--- config.mk ---
export PLATFORM = sky130hd
export DESIGN_NAME = ascii_msg_tx
export DESIGN_NICKNAME = d
export VERILOG_FILES = /design/src/rtl/ascii_msg_tx.sv
export SDC_FILE = /design/constraint.sdc
export NUM_CORES = 1
export LEC_CHECK = 0
export ABC_AREA = 1
export BUFFER_PORTS_ARGS = -buffer_cell sky130_fd_sc_hd__buf_4
export CAP_MARGIN = 30
export CORE_MARGIN = 4
export CORE_UTILIZATION = 57
export DETAILED_ROUTE_END_ITERATION = 10
export HOLD_SLACK_MARGIN = 0.12
export PLACE_DENSITY = 0.9
export SLEW_MARGIN = 10
export SYNTH_ARGS = -nofsm -noshare
export SYNTH_HDL_FRONTEND = slang
export SYNTH_SLANG_ARGS = --single-unit
--- constraint.sdc ---
create_clock -name clk -period 2.69 [get_ports clk]
set_clock_uncertainty 0.15 [all_clocks]
set_input_delay 0.4035 -clock clk [delete_from_list [all_inputs] [get_ports clk]]
set_output_delay 0.4035 -clock clk [all_outputs]
set_load 0.03 [all_outputs]
--- src/rtl/ascii_msg_tx.sv ---
// ascii_msg_tx: formats a status prefix plus packed-BCD digits as an ASCII line
// and streams it byte-by-byte to the UART TX over a valid/ready handshake.
module ascii_msg_tx #(
   parameter int NUM_DIGITS = 4,
   parameter bit LSD_FIRST  = 1'b1,
   parameter bit SEND_CRLF  = 1'b1
) (
   input  logic        clk,
   input  logic        rst_n,
   input  logic        start,
   input  logic [3:0]  status_code,
   input  logic [15:0] value,
   input  logic        mask,
   output logic [7:0]  tx_data,
   output logic        tx_valid,
   input  logic        tx_ready,
   output logic        busy,
   output logic        done
);

   typedef enum logic [2:0] {
      S_IDLE,
      S_PREFIX,
      S_DIGIT,
      S_CR,
      S_LF,
      S_DONE
   } state_t;

   localparam logic [1:0] LAST_CNT = 2'(NUM_DIGITS - 1);

   state_t      state_q, state_d;
   logic [1:0]  cnt_q, cnt_d;
   logic [3:0]  code_q;
   logic [15:0] value_q;
   logic        mask_q;
   logic [1:0]  nib_idx;
   logic [3:0]  nibble;
   logic        xfer;

   // State and digit counter register
   always_ff @(posedge clk or negedge rst_n) begin
      if (!rst_n) begin
         state_q <= S_IDLE;
         cnt_q   <= '0;
      end else begin
         state_q <= state_d;
         cnt_q   <= cnt_d;
      end
   end

   // Capture the message inputs once, at the accepted start
   always_ff @(posedge clk or negedge rst_n) begin
      if (!rst_n) begin
         code_q  <= '0;
         value_q <= '0;
         mask_q  <= 1'b0;
      end else if (state_q == S_IDLE && start) begin
         code_q  <= status_code;
         value_q <= value;
         mask_q  <= mask;
      end
   end

   // Select the BCD nibble for the current digit position
   always_comb begin
      nib_idx = LSD_FIRST ? cnt_q : (LAST_CNT - cnt_q);
      case (nib_idx)
         2'd0:    nibble = value_q[3:0];
         2'd1:    nibble = value_q[7:4];
         2'd2:    nibble = value_q[11:8];
         default: nibble = value_q[15:12];
      endcase
   end

   // Next-state logic and registered-state-driven outputs
   always_comb begin
      state_d  = state_q;
      cnt_d    = cnt_q;
      tx_data  = 8'h00;
      tx_valid = 1'b0;
      busy     = (state_q != S_IDLE);
      done     = 1'b0;
      xfer     = 1'b0;

      case (state_q)
         S_IDLE: begin
            if (start) state_d = S_PREFIX;
         end
         S_PREFIX: begin
            tx_valid = 1'b1;
            case (code_q)
               4'b0001: tx_data = 8'h41;
               4'b0010: tx_data = 8'h4E;
               4'b0011: tx_data = 8'h50;
               4'b0100: tx_data = 8'h58;
               4'b0101: tx_data = 8'h56;
               4'b0110: tx_data = 8'h49;
               4'b0111: tx_data = 8'h51;
               4'b1000: tx_data = 8'h4B;
               default: tx_data = 8'h3F;
            endcase
            xfer = tx_ready;
            if (xfer) begin
               state_d = S_DIGIT;
               cnt_d   = '0;
            end
         end
         S_DIGIT: begin
            tx_valid = 1'b1;
            if (mask_q || nibble > 4'd9) tx_data = 8'h2A;
            else                         tx_data = {4'h3, nibble};
            xfer = tx_ready;
            if (xfer) begin
               if (cnt_q == LAST_CNT) begin
                  state_d = SEND_CRLF ? S_CR : S_DONE;
                  cnt_d   = '0;
               end else begin
                  cnt_d = cnt_q + 2'd1;
               end
            end
         end
         S_CR: begin
            tx_valid = 1'b1;
            tx_data  = 8'h0D;
            xfer     = tx_ready;
            if (xfer) state_d = S_LF;
         end
         S_LF: begin
            tx_valid = 1'b1;
            tx_data  = 8'h0A;
            xfer     = tx_ready;
            if (xfer) state_d = S_DONE;
         end
         S_DONE: begin
            done    = 1'b1;
            state_d = S_IDLE;
         end
         default: state_d = S_IDLE;
      endcase
   end

endmodule

==> reports/qor.yml, run 1 <==
clock_network:
  cts_tree: "done"
  clock_latency_ns: 0.33
  clkSlewWorstSetupHoldPaths_ns: 0.14
  numCtsBuffers: 3
  cts.path.max_buffers: 2
  cts_root_buf: "clkbuf_4"
  clock_sinks: 26
  htreeDepth: 1
synth:
  ys_top_cells_by_area: "dfrtp_1, nand2_1, mux2_4, ha_1, mux2_2"
  syn_inst: 172
  synth_area_sq_um: 1530
  yosysUniqueCellTypes: 28
  ys_seq_area_share_pct: 42.5
  synth_top_area_share_pct: 42.5
  yosysTopAreaCell: "dfrtp_1"
  ys_ff_latch: 26
  avgSynthCellArea_sq_um: 8.90
  synthesis.nets: 206
  ys_warn_count: 0
timing:
  fmax_mhz: 390
  period_minus_slack_ns: 2.56
  finalMaxSlewViolations: 0
  worst_hold_slack_ns: 0.134
  final_hold_viol_count: 0
  rsz0062_at_grt: "false"
  fin_ws_ns: 0.128
  fin_tns_setup_ns: 0
  finalSetupViolCount: 0
  fin_crit_sh_pct: 95.2
setup_path:
  r2r_start: "state_q[2]"
  cp_slowest_cell: "dfrtp_1"
  crit_cells: 11
  worst_ep_arrival_time_ns: 2.01
  r2r_slack_ns: 1.05
  cp_common_cell: "nand2_1"
  crit_buf_inv: 2
  cp.required_ns: 2.14
  path_cells: "inv_1, ha_1, nand2_1, nand2_1, o21ai_2, nand3_1, nand2_1, nand2_1, nand2_1, nand2_1, buf_4"
  path_delay_family: "simple AND/OR/NAND/NOR gates"
  crit_type: "reg -> out"
  reg2reg_to: "value_q[15]"
  crit_path_max_fanout: 4
  slowest_delay_ns: 0.40
  worstRegToRegCells: 3
  endpoint_kind: "output port"
  start_kind: "flip-flop"
floorplan:
  rows: 18
  die_area_sq_um: 3580
  fp.dieH_microns: 59.8
  initial_core_util_pct: 60.7
  die_x_microns: 59.8
  core_sq_um: 2520
  design.portCount: 36
finish:
  syn_to_final_growth_pct: 21.5
  nNetsFinal: 244
  final_area_sq_um: 1860
  utilization_pct: 73.8
  stdcell_count: 239
  drive_gt1_share_pct: 30.6
  antennaDiodeCount: 0
grt:
  grt_pass1_wl_microns: 5750
  antenna_found_initial: 0
  grt_use_total_pct: 21.7
  grt_max_degree: 28
  overflow: 0
  grt_pass1_vias: 1341
routing:
  detail-route-antenna-nets: 0
  firstDrtPassIters: 4
  viasPerCell: 5.54
  drc: 0
  vias: 1325
  post_drt_wl_per_cell_microns: 14.9
  drt_iter0_drc: 109
  wirelength_microns: 3550
pwr:
  p_leak_nw: 0.990
  clkPwrFrac_pct: 8.4
  p_sw_share_pct: 47.9
  power_switching_mw: 1.17
  p_per_area_nw_per_um2: 1310
  seq_power_share_pct: 30.3
  vdd_drop_max_mv: 1.12
  power_mw: 2.44
  internal-power_mw: 1.27
  power.share.combinational_pct: 61.3
flow_run:
  drv_cap: 0
place:
  dp_hpwl_microns: 2720
  portBuffers: 34
  pre_cts_slack_ns: 0.489
  placedCellCount: 233
  place_congestion: 0.974
  dpl_cell_area_sq_um: 1800
worst_hold_path:
  whs_path_depth: 2
  holdPathEnd: "value_q[0]"
  holdCritPathClass: "in -> reg"
  hp-start: "value[0]"
outcome:
  status: "finished clean"
[sequential cells by signal (all words and copies together), names as in the netlist]
register / count
mask_q: 1
value_q: 16
state_q: 3
code_q: 4
cnt_q: 2
[layout make-up]
class,instances,area [sq um]
clock buffers,4,36.3
well taps,30,37.5
fillers,196,662
inverters,21,78.8
multi-input cells,122,785
flip-flops and latches,26,651
repair buffers,36,273
[power groups by stage]
stage | clock network [mW] | logic (mW) | registers (mW)
after floorplan | 0 | 1.08 | 0.689
after global placement | 0 | 1.40 | 0.731
after detailed placement | 0 | 1.46 | 0.745
after CTS | 0.207 | 1.47 | 0.736
after global routing | 0.220 | 1.64 | 0.759
final | 0.204 | 1.49 | 0.740
[what timing repair did]
action,in CTS,in global routing
endpoints found under the hold margin,26,0
hold buffers,1,0
buffers inserted,0,1
gates resized for setup,0,3
setup endpoints to repair,0,3
[worst register-to-register path: stages (launching register included)]
cell,delay [ns]
dfrtp_1,0.41
inv_1,0.21
nand3_4,0.36
mux2_4,0.43
[cells in the final DEF, fill, tap and decap left out]
cell and n:
nand3_1 9, buf_4 35, o22ai_1 1, a21boi_0 1, nor2_1 11, conb_1 1
clkbuf_4 3, or2_1 1, nand3b_1 1, dfrtp_1 26, o21ai_1 3, nor2_4 1
o21ai_0 9, clkbuf_8 1, inv_1 18, a21oi_1 13, dlygate4sd3_1 1, a31oi_1 1
nand3_4 1, nand2_2 2, nand2_1 37, ha_2 1, a22oi_1 1, nor3_1 2
inv_2 3, o21ai_2 2, nand4_1 1, mux2_2 7, ha_1 8, mux2_4 8
[layer usage]
metal / global-route usage (%) / vias up / wire [microns] / share of wire, %
met5: 0 / - / 0 / 0
met4: 10.4 / 0 / 80 / 2.3
met3: 2.81 / 12 / 187 / 5.3
met2: 39.0 / 57 / 1830 / 51
met1: 25.0 / 619 / 1460 / 41
li1: - / 637 / - / -
[logic make-up after synthesis]
group	synth area share [%]
compound gates	10.9
fa+ha+maj	7.35
buf+inv	6.70
flops	42.5
mux	13.0
other cells	0.245
simple gates	19.4
[synth_stat cells]
master / count
a21boi_0: 1
a21oi_1: 13
a22oi_1: 1
a31oi_1: 1
buf_2: 1
buf_4: 1
buf_6: 1
conb_1: 1
dfrtp_1: 26
ha_1: 9
inv_1: 18
inv_2: 3
mux2_2: 7
mux2_4: 8
nand2_1: 37
nand2_2: 2
nand3_1: 9
nand3_4: 1
nand3b_1: 1
nand4_1: 1
nor2_1: 11
nor2_4: 1
nor3_1: 2
o21ai_0: 10
o21ai_1: 3
o21ai_2: 1
o22ai_1: 1
or2_1: 1
[worst max-delay path by stage]
stage            endpoint        from  slack (ns)
5_1_grt        tx_data[1]    cnt_q[0]       0.002
6_report       tx_data[1]    cnt_q[0]        0.13
3_5_place_dp   tx_data[1]    cnt_q[0]        0.49
2_1_floorplan  tx_data[5]  state_q[2]        0.58
4_1_cts        tx_data[1]    cnt_q[0]        0.09
3_3_place_gp   tx_data[1]    cnt_q[0]        0.65
Note: power is estimated with default switching activity, not from simulation.
==> run 2, diff against run 1 <==
--- a/config.mk
+++ b/config.mk
@@ -5,7 +5,6 @@
 export SDC_FILE = /design/constraint.sdc
 export NUM_CORES = 1
 export LEC_CHECK = 0
-export ABC_AREA = 1
 export BUFFER_PORTS_ARGS = -buffer_cell sky130_fd_sc_hd__buf_4
 export CAP_MARGIN = 30
 export CORE_MARGIN = 4
==> run 2 against run 1 <==
  * The flow now finishes with violations (setup timing)
  * Flip-flop and latch count is the same
  * Register-to-register slack lost 0.35 ns
  * Critical path depth shrank 5
  * Non-clock buffer count grew 5
  * Critical path type unchanged
  * Largest power group unchanged
  * Highest routed layer unchanged
==> reports/qor.yml, run 2 <==
finish:
  final.fill_count: 157  # was 196
  mostFrequentLayoutCells: "buf_4, dfrtp_1, nand2_1, o21ai_0, inv_1"  # was nand2_1, buf_4, dfrtp_1, inv_1, a21oi_1
  layout_commonest_cell: "buf_4"  # was nand2_1
  largestRegisters: "value_q (16), code_q (4), state_q (3)"  # unchanged
  multiInputGateArea_sq_um: 868  # was 785 sq um
  largest_register_ffs: 16  # unchanged
  syn_to_final_growth_pct: 25.8  # was 21.5%
  regMostFlops: "value_q"  # unchanged
  nNetsFinal: 217  # was 244
  antennaDiodeCount: 0  # unchanged
  stdcell_count: 212  # was 239
  utilization_pct: 77.7  # was 73.8%
  seq_area_sq_um: 652  # was 651 sq um
  drive_gt1_share_pct: 39.0  # was 30.6%
clock_network:
  cts_root_buf: "clkbuf_4"  # unchanged
  cts_tree: "done"  # unchanged
  clock_latency_ns: 0.33  # about the same
  numCtsBuffers: 3  # unchanged
  clkSlewWorstSetupHoldPaths_ns: 0.14  # about the same
  cts.path.max_buffers: 2  # unchanged
  htreeDepth: 1  # unchanged
  clock_sinks: 26  # unchanged
routing:
  detail-route-antenna-nets: 0  # unchanged
  drt_iter0_drc: 105  # was 109
  post_drt_wl_per_cell_microns: 16.3  # was 14.9 microns
  vias: 1259  # was 1,325
  drc: 0  # unchanged
  firstDrtPassIters: 4  # unchanged
  wirelength_microns: 3450  # was 3550 microns
  viasPerCell: 5.94  # was 5.54
pwr:
  p_per_area_nw_per_um2: 1370  # was 1310 nW/um^2
  p_leak_nw: 0.903  # was 0.990 nW
  vdd_drop_max_mv: 1.35  # was 1.12 mV
timing:
  final_hold_viol_count: 0  # unchanged
  fmax_mhz: 351  # was 390 MHz
  fin_ws_ns: -0.159  # was 0.128 ns
  finalMaxSlewViolations: 0  # unchanged
  fin_crit_sh_pct: 106  # was 95.2%
  finalSetupViolCount: 4  # was 0
  period_minus_slack_ns: 2.85  # was 2.56 ns
  rsz0062_at_grt: "true"  # was false
synth:
  synth_edf_count: 0  # unchanged
  ys_top_cells_by_area: "dfrtp_1, mux2_4, ha_1, mux2_2, o21ai_0"  # was dfrtp_1, nand2_1, mux2_4, ha_1, mux2_2
  synth.most_common_cell: "dfrtp_1"  # was nand2_1
  synth_area_sq_um: 1570  # was 1530 sq um
  yosysTopAreaCell: "dfrtp_1"  # unchanged
  ys_seq_area_share_pct: 41.4  # was 42.5%
  postSynth.asyncResetShare_pct: 100  # unchanged
  ys.flop_type: "dfrtp_1"  # unchanged
  ys_warn_count: 0  # unchanged
  yosysUniqueCellTypes: 38  # was 28
  synth_top_area_share_pct: 41.4  # was 42.5%
  ys_ff_latch: 26  # unchanged
  syn_inst: 146  # was 172
  avgSynthCellArea_sq_um: 10.8  # was 8.90 sq um
  synth_common_cells: "dfrtp_1, nand2_1, inv_1, o21ai_0, ha_1"  # was nand2_1, dfrtp_1, inv_1, a21oi_1, nor2_1
  synthesis.nets: 180  # was 206
outcome:
  status: "finished, violations left"  # was finished clean
  violations: "setup timing"
floorplan:
  initial_core_util_pct: 61.8  # was 60.7%
  die_x_microns: 60.5  # was 59.8 microns
  rows: 18  # unchanged
  fp.dieH_microns: 60.5  # was 59.8 microns
  core_sq_um: 2540  # was 2520 sq um
  design.portCount: 36  # unchanged
  die_area_sq_um: 3660  # was 3580 sq um
setup_path:
  crit_type: "reg -> out"  # unchanged
  crit_path_max_fanout: 7  # was 4
  cp_slowest_cell: "or4b_4"  # was dfrtp_1
  worst_ep_arrival_time_ns: 2.30  # was 2.01 ns
  start_kind: "flip-flop"  # unchanged
  cp.required_ns: 2.14  # about the same
  slowest_delay_ns: 0.51  # was 0.40 ns
  path_cells: "buf_4, ha_2, mux2i_1, or4b_4, o211ai_2, buf_6"  # was inv_1, ha_1, nand2_1, nand2_1, o21ai_2, nand3_1, nand2_1, nand2_1, nand2_1, nand2_1, buf_4
  endpoint_kind: "output port"  # unchanged
  crit_buf_inv: 2  # unchanged
  path_delay_family: "simple AND/OR/NAND/NOR gates"  # unchanged
worst_hold_path:
  holdCritPathClass: "in -> reg"  # unchanged
place:
  place_congestion: 0.856  # was 0.974
  dp_hpwl_microns: 2470  # was 2720 microns
  placedCellCount: 201  # was 233
  portBuffers: 34  # unchanged
grt:
  grt_pass1_wl_microns: 5480  # was 5750 microns
  overflow: 0  # unchanged
  grt_pass1_vias: 1187  # was 1,341
  grt_use_total_pct: 19.8  # was 21.7%
  antenna_found_initial: 0  # unchanged
  grt_max_degree: 28  # unchanged
flow_run:
  drv_cap: 0  # unchanged
run 2: cell families (layout without fill, tap and decap cells):
logic type,count (synthesis),count (layout),synth area share (%)
buffers and inverters,20,56,7.01
DFF,26,26,41.4
other,1,1,0.239
and+or+nand+nor,34,34,11.9
AOI/OAI and AO/OA,33,33,14.7
xor gates and xnor gates,3,3,1.67
muxes,20,20,15.8
adders and majority gates,9,9,7.17
run 2: tightest hold or removal path, delay by kind of cell:
kind / cells / cell delay, ns
AOI/OAI and AO/OA: 1 / 0.06
and+or+nand+nor: 1 / 0.04
buffers and inverters: 1 / 0.08
run 2: worst paths after layout:
check                      cells after the start          to  slack, ns      startpoint
hold reg to reg                                1  value_q[7]       0.39      value_q[7]
setup reg to reg                               3  value_q[4]       0.70      state_q[0]
min in group asynchronous                      2  value_q[6]       0.34           rst_n
max in group asynchronous                      2    cnt_q[0]       1.78           rst_n
hold / removal                                 3   code_q[2]       0.12  status_code[2]
setup / recovery                               6  tx_data[2]      -0.16        cnt_q[1]
run 2: what timing repair did:
action,CTS,global route
endpoints found under the setup margin,4,5
endpoints found under the hold margin,28,1
buffers inserted,3,0
pin swaps,4,1
hold buffers,3,1
resized for setup,5,12
run 2: routing by layer:
metal / global-route usage [%] / wire [microns]
met2: 34.6 / 1730
met5: 0 / 0
met3: 2.77 / 190
met4: 5.57 / 37
met1: 26.0 / 1500
run 2: layout make-up:
cell class	instances	share of cell area, %
Clock buffer	3	1.14
Clock inverter	1	1.52
Inverter	11	2.09
Multi-Input combinational cell	100	43.9
Sequential cell	26	33.0
Tap cell	30	1.90
Timing Repair Buffer	41	16.5
run 2: where the power goes:
part | internal [mW] | switching [mW] | leakage (nW)
Combinational | 0.764 | 0.860 | 0.561
Sequential | 0.586 | 0.229 | 0.313
Clock | 0.151 | 0.123 | 0.0279
Total | 1.50 | 1.21 | 0.903
run 2: metrics by stage:
step	total power, mW	setup TNS [ns]	hold slack, ns	setup WS (ns)	cell area [sq um]
2_1_floorplan	1.88	0	-0.0421	0.0529	1570
6_report	2.71	-0.270	0.123	-0.159	1980
3_3_place_gp	2.17	0	0.171	0.215	1800
5_1_grt	2.89	-0.807	0.123	-0.245	1980
3_5_place_dp	2.25	0	0.181	0.114	1800
4_1_cts	2.61	-0.220	0.120	-0.123	1920
